==> src/rtl/mux_de_control.sv <==
// Registered symbol selector: picks one of ten WIDTH-bit symbols by CONTROL code,
// flags control (K) symbols and out-of-range codes, with one cycle of latency.
module mux_de_control #(
  parameter int WIDTH = 8
) (
  input  logic [3:0]       CONTROL,
  input  logic             VALID,
  input  logic [WIDTH-1:0] COM,
  input  logic [WIDTH-1:0] PAD,
  input  logic [WIDTH-1:0] SKP,
  input  logic [WIDTH-1:0] STP,
  input  logic [WIDTH-1:0] SDP,
  input  logic [WIDTH-1:0] END,
  input  logic [WIDTH-1:0] EDB,
  input  logic [WIDTH-1:0] FTS,
  input  logic [WIDTH-1:0] IDL,
  input  logic [WIDTH-1:0] DATA,
  input  logic             CLK,
  input  logic             RESET,
  output logic [WIDTH-1:0] OUT,
  output logic             VALID_OUT,
  output logic             K_OUT,
  output logic             ERR
);

  logic [WIDTH-1:0] out_q, out_d;
  logic             valid_q;
  logic             k_q, k_d;
  logic             err_q, err_d;

  always_comb begin
    // NOTE: defaults first so every path assigns every signal; no latches.
    out_d = out_q;
    k_d   = k_q;
    err_d = 1'b0;
    if (VALID) begin
      k_d = 1'b1;
      unique case (CONTROL)
        4'd0:    out_d = COM;
        4'd1:    out_d = PAD;
        4'd2:    out_d = SKP;
        4'd3:    out_d = STP;
        4'd4:    out_d = SDP;
        4'd5:    out_d = END;
        4'd6:    out_d = EDB;
        4'd7:    out_d = FTS;
        4'd8:    out_d = IDL;
        4'd9: begin
          out_d = DATA;
          k_d   = 1'b0;
        end
        default: begin
          // Illegal code: substitute idle and raise a one-cycle error.
          out_d = IDL;
          err_d = 1'b1;
        end
      endcase
    end
  end

  // NOTE: sequential state uses non-blocking assignments only.
  always_ff @(posedge CLK) begin
    if (RESET) begin
      out_q   <= '0;
      valid_q <= 1'b0;
      k_q     <= 1'b0;
      err_q   <= 1'b0;
    end else begin
      out_q   <= out_d;
      valid_q <= VALID;
      k_q     <= k_d;
      err_q   <= err_d;
    end
  end

  assign OUT       = out_q;
  assign VALID_OUT = valid_q;
  assign K_OUT     = k_q;
  assign ERR       = err_q;

endmodule

==> config.mk <==
export PLATFORM = sky130hd
export DESIGN_NAME = mux_de_control
export DESIGN_NICKNAME = d
export VERILOG_FILES = /design/src/rtl/mux_de_control.sv
export SDC_FILE = /design/constraint.sdc
export NUM_CORES = 1
export LEC_CHECK = 0
export CAP_MARGIN = 20
export CORE_UTILIZATION = 35
export DETAILED_ROUTE_END_ITERATION = 16
export GPL_ROUTABILITY_DRIVEN = 0
export PLACE_DENSITY = 0.82
export SLEW_MARGIN = 20
export SYNTH_ARGS = -nofsm -noshare
export SYNTH_HDL_FRONTEND = slang
export SYNTH_SLANG_ARGS = --single-unit
==> constraint.sdc <==
create_clock -name CLK -period 1.9 [get_ports CLK]
set_clock_uncertainty 0.15 [all_clocks]
set_input_delay 0.475 -clock CLK [delete_from_list [all_inputs] [get_ports CLK]]
set_output_delay 0.475 -clock CLK [all_outputs]
set_load 0.01 [all_outputs]
# --- Word level (Yosys, flattened, before mapping) ---
# Index checks and enable logic that the tools add are counted.
totals:
  input_bits: 87
  ff_bits: 11
  output_inout_bits: 11
classes:
  n_mux: 3
  n_reduce_logical: 3
  eq_ne: 9
  n_bitwise: 1
op_table:
  columns: ["cell", "count"]
  rows:
  - ["one-hot mux 8 bit (9 select lines)", 1]
  - ["== test 4 x 3 -> 1 bit (second input constant)", 4]
  - ["OR reduction 10 bit", 1]
  - ["== test 4 x 2 -> 1 bit (second input constant)", 2]
  - ["== test 4 bit (second input constant)", 2]
  - ["== test 4 x 1 -> 1 bit (second input constant)", 1]
  - ["zero test 4 bit", 1]
  - ["2-to-1 mux 1 bit", 2]
  - ["OR reduction 2 bit", 1]
  - ["NOT 1 bit", 1]

# --- Longest topological paths before layout ---
depth:
  depth_word: 3
  depth_mapped: 7

# --- Least setup slack after synthesis ---
# OpenSTA, ideal clock, no wires.
synth_timing:
  path_kind: "input port to flip-flop"
  startpoint: "in CONTROL[1]"
  endpoint: "reg out_q[4] (netlist: OUT[4])"
  arrival_time_ns: 1.520
  stages: 6
  setup_time_ns: 0.140
  path_slack_ns: 0.091
  n_path_buf: 2
  cell_sequence: "buf_6 -> or3b_1 -> buf_6 -> o21ai_0 -> nor4bb_1 -> o32ai_1"
synth_via:
  elab_chain_cells: 2
synth_rtl:
  columns: ["item", "line", "text"]
  rows:
  - ["start: declaration", "6", "input logic [3:0] CONTROL,"]
  - ["== test 4 bit (tied with other cells)", "38", "unique case (CONTROL)"]
  - ["one-hot mux 8 bit (9 select lines) *", "38", null]
  - ["end signal: assignment", "69", "out_q <= out_d;"]
  - ["end: declaration", "26", "logic [WIDTH-1:0] out_q, out_d;"]
# Every way passes the cells marked *; elsewhere a longest branch is shown, timed or not.
# A chain may end at the register's enable or synchronous reset.

# --- Worst setup path after layout ---
layout_timing:
  startpoint: "in CONTROL[0]"
  endpoint: "reg out_q[5] (netlist: OUT[5])"
# The elaborated chain is that of the path after synthesis.

==> impl_metrics.py <==
metrics = {
    "setup_path": {
        "slowest_stage": "or4b_4",
        "worst-path-buf-inv": 2,
        "end_kind": "flop",
        "cp_max_fo": 10,
        "cpPeakStageDelay_ns": 0.48,
        "crit_family": "simple AND/OR/NAND/NOR gates",
        "cp.required_ns": 1.91,
        "crit_path_cell_trace": "buf_2 > bufbuf_16 > or4b_4 > a21oi_2 > nor4b_2 > o32ai_1",
        "path_class": "input port to flop",
        "cp.arrival_ns": 1.85,
        "start_kind": "input port",
    },
    "clock_tree": {
        "cts-root-buf": "clkbuf_8",
        "cts_tree": "done",
        "cts.sinks": 11,
        "clock_latency_ns": 0.25,
        "htreeDepth": 1,
        "clk_pin_slew_ns": 0.06,
        "cts_buffers": 3,
        "cts_buffer_depth": 2,
    },
    "logic_synthesis": {
        "synth_warnings": 0,
        "ys_async_sr_fraction_pct": 0,
        "ys_seq_area_share_pct": 16.3,
        "synth_edf_count": 0,
        "synth_area_um2": 1360,
        "synth_cells": 160,
        "synth_ff_type": "dfxtp_1",
        "yosysUniqueCellTypes": 45,
        "avgSynthCellArea_um2": 8.47,
        "ys_ff_latch": 11,
        "syn_nets": 247,
    },
    "timing": {
        "finalCriticalPeriod_ns": 1.85,
        "max_freq_mhz": 541,
        "tightest_slew_ns": 0.329,
        "final.setup.tns_ns": 0,
        "worst_slack_ns": 0.0530,
        "rsz0062_at_grt": "false",
        "finalMaxSlewViolations": 0,
        "post-route-period-util_pct": 97.2,
        "max_slew_margin_pct": 78.0,
        "hold_viol": 0,
        "setup_viol": 0,
    },
    "global_routing": {
        "grt_pass1_wl_um": 8180,
        "grt_antenna_before_repair": 0,
        "overflow": 0,
        "grt_util_all_layers_pct": 25.5,
        "grt_pass1_vias": 1822,
        "grt_max_degree": 21,
    },
    "placed_design": {
        "dp.cells": 316,
        "port_buffers": 97,
        "hpwl_um": 3890,
        "dp_slack_ns": -0.559,
    },
    "power_and_ir_drop": {
        "vdd_drop_max_mv": 0.190,
        "p_sw_share_pct": 29.6,
        "power_mw": 1.05,
        "power_density_nw_per_um2": 383,
        "comb_power_share_pct": 51.3,
        "p_clk_share_pct": 24.0,
        "power_frac_seq_pct": 24.7,
        "power_switching_uw": 311,
        "p_leak_nw": 1.10,
        "power.internal_uw": 740,
    },
    "floorplan": {
        "floorplan.initialDensity_pct": 36.7,
        "fp.dieH_um": 64.2,
        "pin_count": 98,
        "dieWidth_um": 64.2,
        "die_area_um2": 4120,
        "row_count": 22,
        "coreArea_um2": 3690,
    },
    "finish": {
        "diodes": 0,
        "syn2layout_area_growth_pct": 103,
        "layout.nets": 368,
        "fill_cells": 284,
        "final_cell_mix": "clkdlybuf4s50_1 (92), buf_4 (29), mux2i_1 (18), dfxtp_1 (11), nor2_1 (8)",
        "fin_cells": 328,
        "drive_above_1_share_pct": 26.8,
        "final_common_cell": "clkdlybuf4s50_1",
    },
    "routing": {
        "drc": 0,
        "ant_nets": 0,
        "vias": 1813,
        "viasPerCell": 5.53,
        "avgRoutedWirePerCell_um": 16.5,
        "initialDrtViolationCount": 118,
        "dr.pass1.iters": 4,
        "wl_um": 5400,
    },
    "run_status": {
        "status": "finished clean",
    },
    "hold_path": {
        "hold_class": "flop to flop",
    },
    "flow_run": {
        "cap_violations": 0,
    },
}
[what timing repair did]
| item | CTS | global route |
|---|---|---|
| hold buffers | 0 | 0 |
| buffers inserted | 2 | 4 |
| endpoints found under the setup margin | 8 | 7 |
| pin swaps | 6 | 8 |
| gates cloned | 2 | 0 |
| gates resized for setup | 22 | 17 |
[stage by stage]
step	area [µm²]	utilization, %	hold slack, ns
global placement	2510	68.1	0.333
CTS	2670	72.4	0.360
global route	2750	74.5	0.378
finish	2750	74.5	0.360
floorplan	1360	-	0.358
detailed placement	2510	68.1	0.338
[cell usage after synthesis, drive strengths merged, types with 4 or more instances]
| cell | count | area (µm²) |
|---|---|---|
| buf | 15 | 119 |
| o32ai | 4 | 35.0 |
| nor2 | 11 | 46.3 |
| dfxtp | 11 | 220 |
| a211oi | 5 | 42.5 |
| o22ai | 7 | 50.1 |
| nor3 | 4 | 20.0 |
| a21oi | 4 | 20.0 |
| o21ai | 9 | 45.0 |
| or3b | 6 | 55.1 |
| nand3b | 6 | 45.0 |
| nand3 | 5 | 25.0 |
| nor3b | 6 | 45.0 |
| nand2 | 5 | 35.0 |
| nor4b | 5 | 62.6 |
| nand2b | 7 | 43.8 |
| mux2i | 18 | 180 |
[worst paths after layout]
check	startpoint	slack [ns]	cells after the start	end
setup / recovery	CONTROL[0]	0.05	6	OUT[5]
hold reg to reg	OUT[4]	0.36	2	OUT[4]
setup reg to reg	OUT[1]	0.82	2	OUT[1]
hold / removal	OUT[4]	0.36	2	OUT[4]
[worst reg2reg max path: stages (launching register included)]
cell	delay [ns]
dfxtp_1	0.33
or3b_2	0.44
o211ai_1	0.08
[power by group through the flow]
stage               clock network (mW)  registers (mW)  logic [mW]
floorplan                            0           0.269       0.189
global route                     0.265           0.260       0.570
detailed placement                   0           0.263       0.482
finish                           0.252           0.259       0.539
global placement                     0           0.263       0.477
CTS                              0.256           0.259       0.512
[cell type report]
cell class,instances,area [µm²],share of cell area (%)
tap,48,60.1,2.19
timing repair buffer,134,1300,47.4
inverter,2,7.51,0.273
sequential,11,220,8.01
multi-input combinational,129,1110,40.5
clock buffer,4,45.0,1.64
[layer usage]
| metal | track usage [%] | share of wire [%] | vias to the layer above |
|---|---|---|---|
| li1 | - | - | 859 |
| met1 | 28.8 | 39 | 846 |
| met2 | 46.3 | 50 | 90 |
| met3 | 5.18 | 7.2 | 18 |
| met4 | 10.3 | 3.7 | 0 |
| met5 | 0 | 0 | - |
[state kept, by name (all words and copies together) (netlist names)]
register   flops
ERR            1
K_OUT          1
OUT            8
VALID_OUT      1
[kinds of logic (layout without fill, tap and decap cells)]
group	after synthesis	count (layout)	synth area share [%]
buf+inv	20	140	10.2
mux	20	20	15.0
flops	11	11	16.3
compound gates	42	42	23.3
simple gates	67	67	35.4
No activity file was read; power rests on OpenSTA's default activity.
